$ cat config.mk
export PLATFORM = sky130hd
export DESIGN_NAME = plru_controller_flat
export DESIGN_NICKNAME = d
export VERILOG_FILES = /design/src/rtl/plru_controller_if.sv /design/src/rtl/plru_controller.sv /design/src/flat_wrapper.sv
export SDC_FILE = /design/constraint.sdc
export NUM_CORES = 1
export LEC_CHECK = 0
export ABC_AREA = 1
export CORE_MARGIN = 2
export CORE_UTILIZATION = 48
export CTS_BUF_LIST = sky130_fd_sc_hd__clkbuf_8
export CTS_CLUSTER_DIAMETER = 120
export DETAILED_ROUTE_END_ITERATION = 10
export PLACE_DENSITY = 0.87
export SLEW_MARGIN = 40
export SYNTH_ARGS = -nofsm -noshare
export SYNTH_HDL_FRONTEND = slang
export SYNTH_SLANG_ARGS = --single-unit
$ cat constraint.sdc
create_clock -name clk -period 2.04 [get_ports clk]
set_clock_uncertainty 0.15 [all_clocks]
set_input_delay 0.408 -clock clk [delete_from_list [all_inputs] [get_ports clk]]
set_output_delay 0.408 -clock clk [all_outputs]
set_load 0.05 [all_outputs]
$ cat src/rtl/plru_controller_if.sv
// Request/response and flush handshake between the cache control FSM (master)
// and the PLRU controller (slave).
interface plru_controller_if #(
    parameter int S_INDEX = 4
);
    logic               req_valid;
    logic               req_ready;
    logic [S_INDEX-1:0] req_set;
    logic               req_hit;
    logic [1:0]         req_way;
    logic               resp_valid;
    logic [1:0]         resp_way;
    logic               flush_req;
    logic               flush_done;

    modport master (
        output req_valid, req_set, req_hit, req_way, flush_req,
        input  req_ready, resp_valid, resp_way, flush_done
    );

    modport slave (
        input  req_valid, req_set, req_hit, req_way, flush_req,
        output req_ready, resp_valid, resp_way, flush_done
    );
endinterface

$ cat src/rtl/plru_controller.sv
// Two-stage read-modify-write sequencer for a 3-bit tree-PLRU state array
// (4-way cache), with same-set forwarding and a whole-array flush.
module plru_controller #(
    parameter int S_INDEX = 4,
    parameter int WIDTH   = 3
) (
    input  logic               clk,
    input  logic               rst,
    plru_controller_if.slave   bus,
    output logic               lru_csb0,
    output logic               lru_web0,
    output logic [S_INDEX-1:0] lru_addr0,
    output logic [WIDTH-1:0]   lru_din0,
    input  logic [WIDTH-1:0]   lru_dout0,
    output logic               lru_csb1,
    output logic               lru_web1,
    output logic [S_INDEX-1:0] lru_addr1,
    output logic [WIDTH-1:0]   lru_din1,
    input  logic [WIDTH-1:0]   lru_dout1
);
    localparam int NUM_SETS = 2 ** S_INDEX;
    localparam logic [S_INDEX-1:0] LAST_SET = S_INDEX'(NUM_SETS - 1);
    localparam logic [S_INDEX-1:0] PENULT_SET = S_INDEX'(NUM_SETS - 2);

    typedef enum logic {RUN, FLUSH} state_t;

    state_t             state_reg;
    logic [S_INDEX-1:0] count_reg;
    logic               resp_valid_reg;
    logic [1:0]         resp_way_reg;
    logic               flush_done_reg;
    logic               csb1_reg;
    logic               web1_reg;
    logic [S_INDEX-1:0] addr1_reg;
    logic [WIDTH-1:0]   din1_reg;

    logic               req_ready_next;
    logic               accept;
    logic               fwd_hit;
    logic [WIDTH-1:0]   read_bits;
    logic [1:0]         way_next;
    logic [WIDTH-1:0]   bits_next;
    logic               unused_dout1;

    function automatic logic [1:0] victim(input logic [WIDTH-1:0] b);
        return b[0] ? {1'b1, b[2]} : {1'b0, b[1]};
    endfunction

    function automatic logic [WIDTH-1:0] touch(input logic [WIDTH-1:0] b, input logic [1:0] w);
        logic [WIDTH-1:0] t;
        t    = b;
        t[0] = ~w[1];
        if (!w[1]) t[1] = ~w[0];
        else       t[2] = ~w[0];
        return t;
    endfunction

    assign req_ready_next = (state_reg == RUN) && !bus.flush_req && !rst;
    assign accept         = bus.req_valid && req_ready_next;

    // Stage B is writing this set at the end of the cycle, so the array copy is stale.
    assign fwd_hit   = resp_valid_reg && (addr1_reg == bus.req_set);
    assign read_bits = fwd_hit ? din1_reg : lru_dout0;
    assign way_next  = bus.req_hit ? bus.req_way : victim(read_bits);
    assign bits_next = touch(read_bits, way_next);

    assign lru_csb0  = !accept;
    assign lru_web0  = 1'b1;
    assign lru_addr0 = accept ? bus.req_set : '0;
    assign lru_din0  = '0;

    assign lru_csb1  = csb1_reg;
    assign lru_web1  = web1_reg;
    assign lru_addr1 = addr1_reg;
    assign lru_din1  = din1_reg;

    assign bus.req_ready  = req_ready_next;
    assign bus.resp_valid = resp_valid_reg;
    assign bus.resp_way   = resp_way_reg;
    assign bus.flush_done = flush_done_reg;

    assign unused_dout1 = ^lru_dout1;

    always_ff @(posedge clk or posedge rst) begin
        if (rst) begin
            state_reg      <= RUN;
            count_reg      <= '0;
            resp_valid_reg <= 1'b0;
            resp_way_reg   <= 2'd0;
            flush_done_reg <= 1'b0;
            csb1_reg       <= 1'b1;
            web1_reg       <= 1'b1;
            addr1_reg      <= '0;
            din1_reg       <= '0;
        end else begin
            case (state_reg)
                RUN: begin
                    if (bus.flush_req) begin
                        state_reg      <= FLUSH;
                        count_reg      <= '0;
                        resp_valid_reg <= 1'b0;
                        resp_way_reg   <= 2'd0;
                        flush_done_reg <= 1'b0;
                        csb1_reg       <= 1'b0;
                        web1_reg       <= 1'b0;
                        addr1_reg      <= '0;
                        din1_reg       <= '0;
                    end else if (accept) begin
                        resp_valid_reg <= 1'b1;
                        resp_way_reg   <= way_next;
                        csb1_reg       <= 1'b0;
                        web1_reg       <= 1'b0;
                        addr1_reg      <= bus.req_set;
                        din1_reg       <= bits_next;
                    end else begin
                        resp_valid_reg <= 1'b0;
                        resp_way_reg   <= 2'd0;
                        csb1_reg       <= 1'b1;
                        web1_reg       <= 1'b1;
                        addr1_reg      <= '0;
                        din1_reg       <= '0;
                    end
                end
                FLUSH: begin
                    if (count_reg == LAST_SET) begin
                        state_reg      <= RUN;
                        count_reg      <= '0;
                        flush_done_reg <= 1'b0;
                        csb1_reg       <= 1'b1;
                        web1_reg       <= 1'b1;
                        addr1_reg      <= '0;
                    end else begin
                        count_reg      <= count_reg + 1'b1;
                        addr1_reg      <= count_reg + 1'b1;
                        // Pulse lands on the cycle that writes the last set.
                        flush_done_reg <= (count_reg == PENULT_SET);
                    end
                end
                default: state_reg <= RUN;
            endcase
        end
    end
endmodule

$ cat src/flat_wrapper.sv
// flat-port wrapper written by rule: the top's interface ports become plain ports
module plru_controller_flat 
#(
    parameter int S_INDEX = 4,
    parameter int WIDTH   = 3
)
  (clk, rst, lru_csb0, lru_web0, lru_addr0, lru_din0, lru_dout0, lru_csb1, lru_web1, lru_addr1, lru_din1, lru_dout1, bus_req_valid, bus_req_set, bus_req_hit, bus_req_way, bus_flush_req, bus_req_ready, bus_resp_valid, bus_resp_way, bus_flush_done);
  plru_controller_if #(.S_INDEX(S_INDEX)) bus_i ();
  input  logic clk;
  input  logic rst;
  output logic lru_csb0;
  output logic lru_web0;
  output logic [S_INDEX-1:0] lru_addr0;
  output logic [WIDTH-1:0] lru_din0;
  input  logic [WIDTH-1:0] lru_dout0;
  output logic lru_csb1;
  output logic lru_web1;
  output logic [S_INDEX-1:0] lru_addr1;
  output logic [WIDTH-1:0] lru_din1;
  input  logic [WIDTH-1:0] lru_dout1;
  input wire logic [$bits(bus_i.req_valid)-1:0] bus_req_valid;
  input wire logic [$bits(bus_i.req_set)-1:0] bus_req_set;
  input wire logic [$bits(bus_i.req_hit)-1:0] bus_req_hit;
  input wire logic [$bits(bus_i.req_way)-1:0] bus_req_way;
  input wire logic [$bits(bus_i.flush_req)-1:0] bus_flush_req;
  output wire logic [$bits(bus_i.req_ready)-1:0] bus_req_ready;
  output wire logic [$bits(bus_i.resp_valid)-1:0] bus_resp_valid;
  output wire logic [$bits(bus_i.resp_way)-1:0] bus_resp_way;
  output wire logic [$bits(bus_i.flush_done)-1:0] bus_flush_done;
  assign bus_i.req_valid = bus_req_valid;
  assign bus_i.req_set = bus_req_set;
  assign bus_i.req_hit = bus_req_hit;
  assign bus_i.req_way = bus_req_way;
  assign bus_i.flush_req = bus_flush_req;
  assign bus_req_ready = bus_i.req_ready;
  assign bus_resp_valid = bus_i.resp_valid;
  assign bus_resp_way = bus_i.resp_way;
  assign bus_flush_done = bus_i.flush_done;
  plru_controller #(.S_INDEX(S_INDEX), .WIDTH(WIDTH)) u_core (.clk(clk), .rst(rst), .bus(bus_i), .lru_csb0(lru_csb0), .lru_web0(lru_web0), .lru_addr0(lru_addr0), .lru_din0(lru_din0), .lru_dout0(lru_dout0), .lru_csb1(lru_csb1), .lru_web1(lru_web1), .lru_addr1(lru_addr1), .lru_din1(lru_din1), .lru_dout1(lru_dout1));
endmodule
======== Word-level counts from Yosys, hierarchy flattened ========
Index checks and enable logic that the tools add are counted.
cells by class
  add/sub/neg operators ................... 1
  equality and inequality tests ........... 5
  multiplexer cells ....................... 27
  bitwise logic cells ..................... 3
  reduce and logical (&&, ||, !) cells .... 7
operators by type and width
  operator                                                        count
  4-bit two-way mux                                               4
  4-bit one-hot mux with 2 select lines                           2
  1-bit two-way mux                                               11
  3-bit two-way mux                                               3
  4-bit == test (second input constant)                           2
  2-bit two-way mux                                               4
  1-bit one-hot mux with 2 select lines                           3
  4-bit by 1-bit adder with 4-bit output (second input constant)  1
  4-bit == test                                                   1
  1-bit logical AND                                               4
  2-bit != test (second input constant)                           2
  1-bit zero test                                                 3
  1-bit NOT                                                       3
storage, ports and cells
  bits in registers ....................... 17
  bits of input ports ..................... 17
  output and inout port bits .............. 23
  word-level logic and storage cells ...... 51

======== Depth between registers and ports, before layout ========
Gate-level depths: netlist of run 1.
  depth in word-level cells ............... 9
  gate-level depth with buffers ........... 11
  depth with buffers taken out ............ 11

======== Worst setup path before layout of run 1 ========
OpenSTA, ideal clock, no wires.
  path type ............................... register -> output
  start point ............................. register u_core.state_reg
  end point ............................... output port lru_addr0[0]
  arrival ................................. 1985 ps
  required time ........................... 1482 ps
  slack ................................... -503 ps
  cell stages (with the launch flop) ...... 7
  buffers on the path ..................... 1
  cell sequence ........................... dfrtp_1 nor2_4 inv_2 nor2_4 nand2_2 buf_2 nor2_1
on the way
  longest elaborated chain between the ends .. 5
ends and longest elaborated chain
  element                         RTL line                RTL
  start: declaration              plru_controller.sv:27   state_t state_reg;
  start signal: assignment        plru_controller.sv:86   state_reg <= RUN;
  start signal: assignment        plru_controller.sv:99   state_reg <= FLUSH;
  start signal: assignment        plru_controller.sv:126  state_reg <= RUN;
  1-bit NOT                       plru_controller.sv:58   assign req_ready_next = (state_reg == RUN) && !bus.flush_req && !rst;
  1-bit logical AND (2 in a row)  plru_controller.sv:58
  net bus_req_ready               flat_wrapper.sv:26      output wire logic [$bits(bus_i.req_ready)-1:0] bus_req_ready;
  1-bit logical AND               plru_controller.sv:59   assign accept = bus.req_valid && req_ready_next;
  4-bit two-way mux               plru_controller.sv:69   assign lru_addr0 = accept ? bus.req_set : '0;
  end: declaration                flat_wrapper.sv:13      output logic [S_INDEX-1:0] lru_addr0;
The timed path passes the listed nets, and every way through them passes these cells.

======== Worst setup path after layout of run 1 ========
  start point ............................. input port rst
  end point ............................... output port lru_csb0
on the way
  longest elaborated chain between the ends .. 4
ends and longest elaborated chain
  element             RTL line               RTL
  start: declaration  flat_wrapper.sv:10     input logic rst;
  1-bit zero test     plru_controller.sv:58
  1-bit logical AND   plru_controller.sv:58
  1-bit logical AND   plru_controller.sv:59
  1-bit zero test     plru_controller.sv:67  assign lru_csb0 = !accept;
  end: declaration    flat_wrapper.sv:11     output logic lru_csb0;
Every way passes these cells.

==> results of run 1 <==
worst max-delay path, delay by kind of cell:
family,cells,cell delay [ns]
AND/OR/NAND/NOR,2,0.27
buffers and inverters,3,0.74
per-layer routing:
metal	up-vias	track usage
met2	42	0.371
met3	5	0.0238
li1	511	-
met4	0	0.126
met1	464	0.300
met5	-	0
cell families after synthesis:
kind of cell / Yosys count
adders and majority gates: 2
DFF: 17
other: 2
buffers and inverters: 28
AOI/OAI and AO/OA: 17
and+or+nand+nor: 71
repair_timing:
| action | CTS | global route |
|---|---|---|
| setup buffers | 1 | 0 |
| setup endpoints to repair | 5 | 3 |
| gates resized for setup | 1 | 0 |
| pin swaps | 3 | 2 |
synth_stat cells, drive strengths merged:
master	n	area share
a21oi	3	0.014
buf	7	0.046
clkinv	1	0.0036
conb	2	0.0072
dfrtp	16	0.38
dfstp	1	0.025
ha	2	0.024
inv	20	0.072
nand2	40	0.16
nand3	10	0.062
nand4	7	0.042
nor2	12	0.074
o21ai	12	0.058
o22ai	2	0.012
or2	2	0.012
final cells by class:
| class | count | area [sq um] | area share |
|---|---|---|---|
| tap | 27 | 33.8 | 0.0215 |
| sequential | 17 | 427 | 0.271 |
| clock inverter | 1 | 7.51 | 0.00478 |
| multi-input combinational | 94 | 532 | 0.338 |
| clock buffer | 3 | 41.3 | 0.0263 |
| inverter | 21 | 78.8 | 0.0502 |
| timing repair buffer | 44 | 452 | 0.287 |
worst max-delay path by stage:
stage                           from      endpoint  slack (ns)  cells after the start
detailed placement     bus_flush_req  lru_addr0[0]        -0.1                      7
CTS                              rst      lru_csb0        0.03                      5
finish                           rst      lru_csb0        0.04                      5
global placement       bus_flush_req  lru_addr0[0]       -0.07                      7
floorplan           u_core.state_reg  lru_addr0[0]       -0.03                      6
global route        u_core.state_reg      lru_csb0        0.01                      6
stage by stage:
| stage | instances | power (mW) | setup TNS, ns | hold WS [ns] |
|---|---|---|---|---|
| floorplan | 139 | 1.43 | -0.0549 | 0.183 |
| global placement | 202 | 1.74 | -0.278 | 0.315 |
| detailed placement | 202 | 1.78 | -0.434 | 0.320 |
| CTS | 207 | 2.04 | 0 | 0.313 |
| global route | 207 | 2.19 | 0 | 0.332 |
| finish | 207 | 2.04 | 0 | 0.311 |
power by group through the flow:
stage | clock network, mW | registers (mW) | logic [mW]
floorplan | 0 | 0.913 | 0.514
CTS | 0.261 | 0.608 | 1.17
global route | 0.278 | 0.630 | 1.28
global placement | 0 | 0.607 | 1.13
finish | 0.256 | 0.608 | 1.18
detailed placement | 0 | 0.613 | 1.16
==> results.yml, run 1 <==
outcome:
  status: "finished, final reports clean"
sta:
  finalCritPeriodShare: 0.979
  finalHoldViolCount: 0
  period_needed_ns: 2.00
  fin_ws_ns: 0.0420
  timing.fmax_mhz: 501
  setup_viol: 0
  final_max_slew_viol_count: 0
  rsz0062_at_grt: "false"
pwr:
  switching_share: 0.503
  seqPwrFrac: 0.298
  max-vdd-ir-drop_mv: 0.915
  p_per_area_nw_per_um2: 1300
  internal_power_mw: 1.01
  power_switching_mw: 1.03
  combinationalPowerShare: 0.577
  power.share.clock: 0.125
  p_leak_nw: 0.801
cells_and_area:
  final_cell_mix: "nand2_1 (32), buf_4 (23), inv_1 (17), dfrtp_1 (16), clkdlybuf4s50_1 (13)"
  final_common_cell: "nand2_1"
  antenna_cells: 0
  layout-drive-gt1-share: 0.333
  fill_cells: 141
  stdcell_area_sq_um: 1570
  final_util: 0.785
  syn_to_final_growth_pct: 50.8
  nets: 200
route:
  drtAntennaViolNets: 0
  dr.max_layer_used: "met4"
  drt-wirelength-per-cell_um: 12.1
  drt_pass1_iterations: 4
  met1_length_um: 1090
  drc: 0
  wl_um: 2510
  viasPerCell: 4.94
  routed-wl-met2_um: 1240
  drtIter0Drc: 21
  wl_met3_um: 138
  vias: 1022
floorplan:
  die_y_um: 50.6
  start_util: 0.521
  ios: 40
  die_area_sq_um: 2560
  num_rows: 16
  core_area_sq_um: 2000
  fp.dieW_um: 50.6
synth:
  synth-warning-count: 0
  syn_inst: 137
  synth.area.mux_share: 0
  syn_area_per_cell_sq_um: 7.61
  synth_xor_area_frac: 0
  yosysSeqAreaShare: 0.409
  synth-adder-area-share: 0.0240
  synth_area_sq_um: 1040
  ys_ff_latch: 17
  synth_compound_area_frac: 0.0840
  synthSimpleGateAreaFrac: 0.354
  synth_cell_types: 22
  synth_top_family_by_area: "simple AND/OR/NAND/NOR gates"
global_route:
  antenna_found_initial: 0
  grt_use_total: 0.229
  grt_pass1_wl_um: 4380
  grt_max_degree: 13
  grt_overflow: 0
  grt_pass1_vias: 1025
clock_tree:
  clk_latency_ns: 0.26
  clkSlewWorstSetupHoldPaths_ns: 0.06
  ctsHoldBuffers: 0
  cts_htree_levels: 1
  cts_tree: "yes"
  cts_max_path_buffers: 2
  cts_sinks: 17
  numCtsBuffers: 3
  root_buffer: "clkbuf_8"
worst_setup_path:
  rrSetupSlack_ns: 0.37
  critical-path-slowest-cell: "clkdlybuf4s50_1"
  arrival_ns: 1.44
  reg2reg_depth: 10
  worstReg2RegStart: "u_core.state_reg"
  slowest_delay_ns: 0.46
  required_ns: 1.48
  cp_max_fo: 6
  crit_path_frequent_cell: "buf_12"
  crit_path_end_kind: "primary output"
  regToRegEndpoint: "u_core.lru_din1[2]"
  path_cells: "clkdlybuf4s50_1 > nor2_4 > nand2_4 > buf_12 > buf_12"
  crit_type: "input port to primary output"
  startpoint_type: "input port"
placement:
  io_buffers: 32
  post-place-ws_ns: -0.0958
  place_area_sq_um: 1520
  dpl.hpwl_um: 2010
  place_congestion: 0.885
hold_path:
  hp-class: "input port to asynchronous set/reset pin"
job:
  maxCapViolations: 0
Power figures use the tool's default switching activity.
==> run 2: changes to the inputs <==
--- a/config.mk
+++ b/config.mk
@@ -12,7 +12,6 @@
 export CTS_CLUSTER_DIAMETER = 120
 export DETAILED_ROUTE_END_ITERATION = 10
 export PLACE_DENSITY = 0.87
-export SLEW_MARGIN = 40
 export SYNTH_ARGS = -nofsm -noshare
 export SYNTH_HDL_FRONTEND = slang
 export SYNTH_SLANG_ARGS = --single-unit
==> results of run 2 <==
Final layout, timing and power as in run 1 (identical DEF).
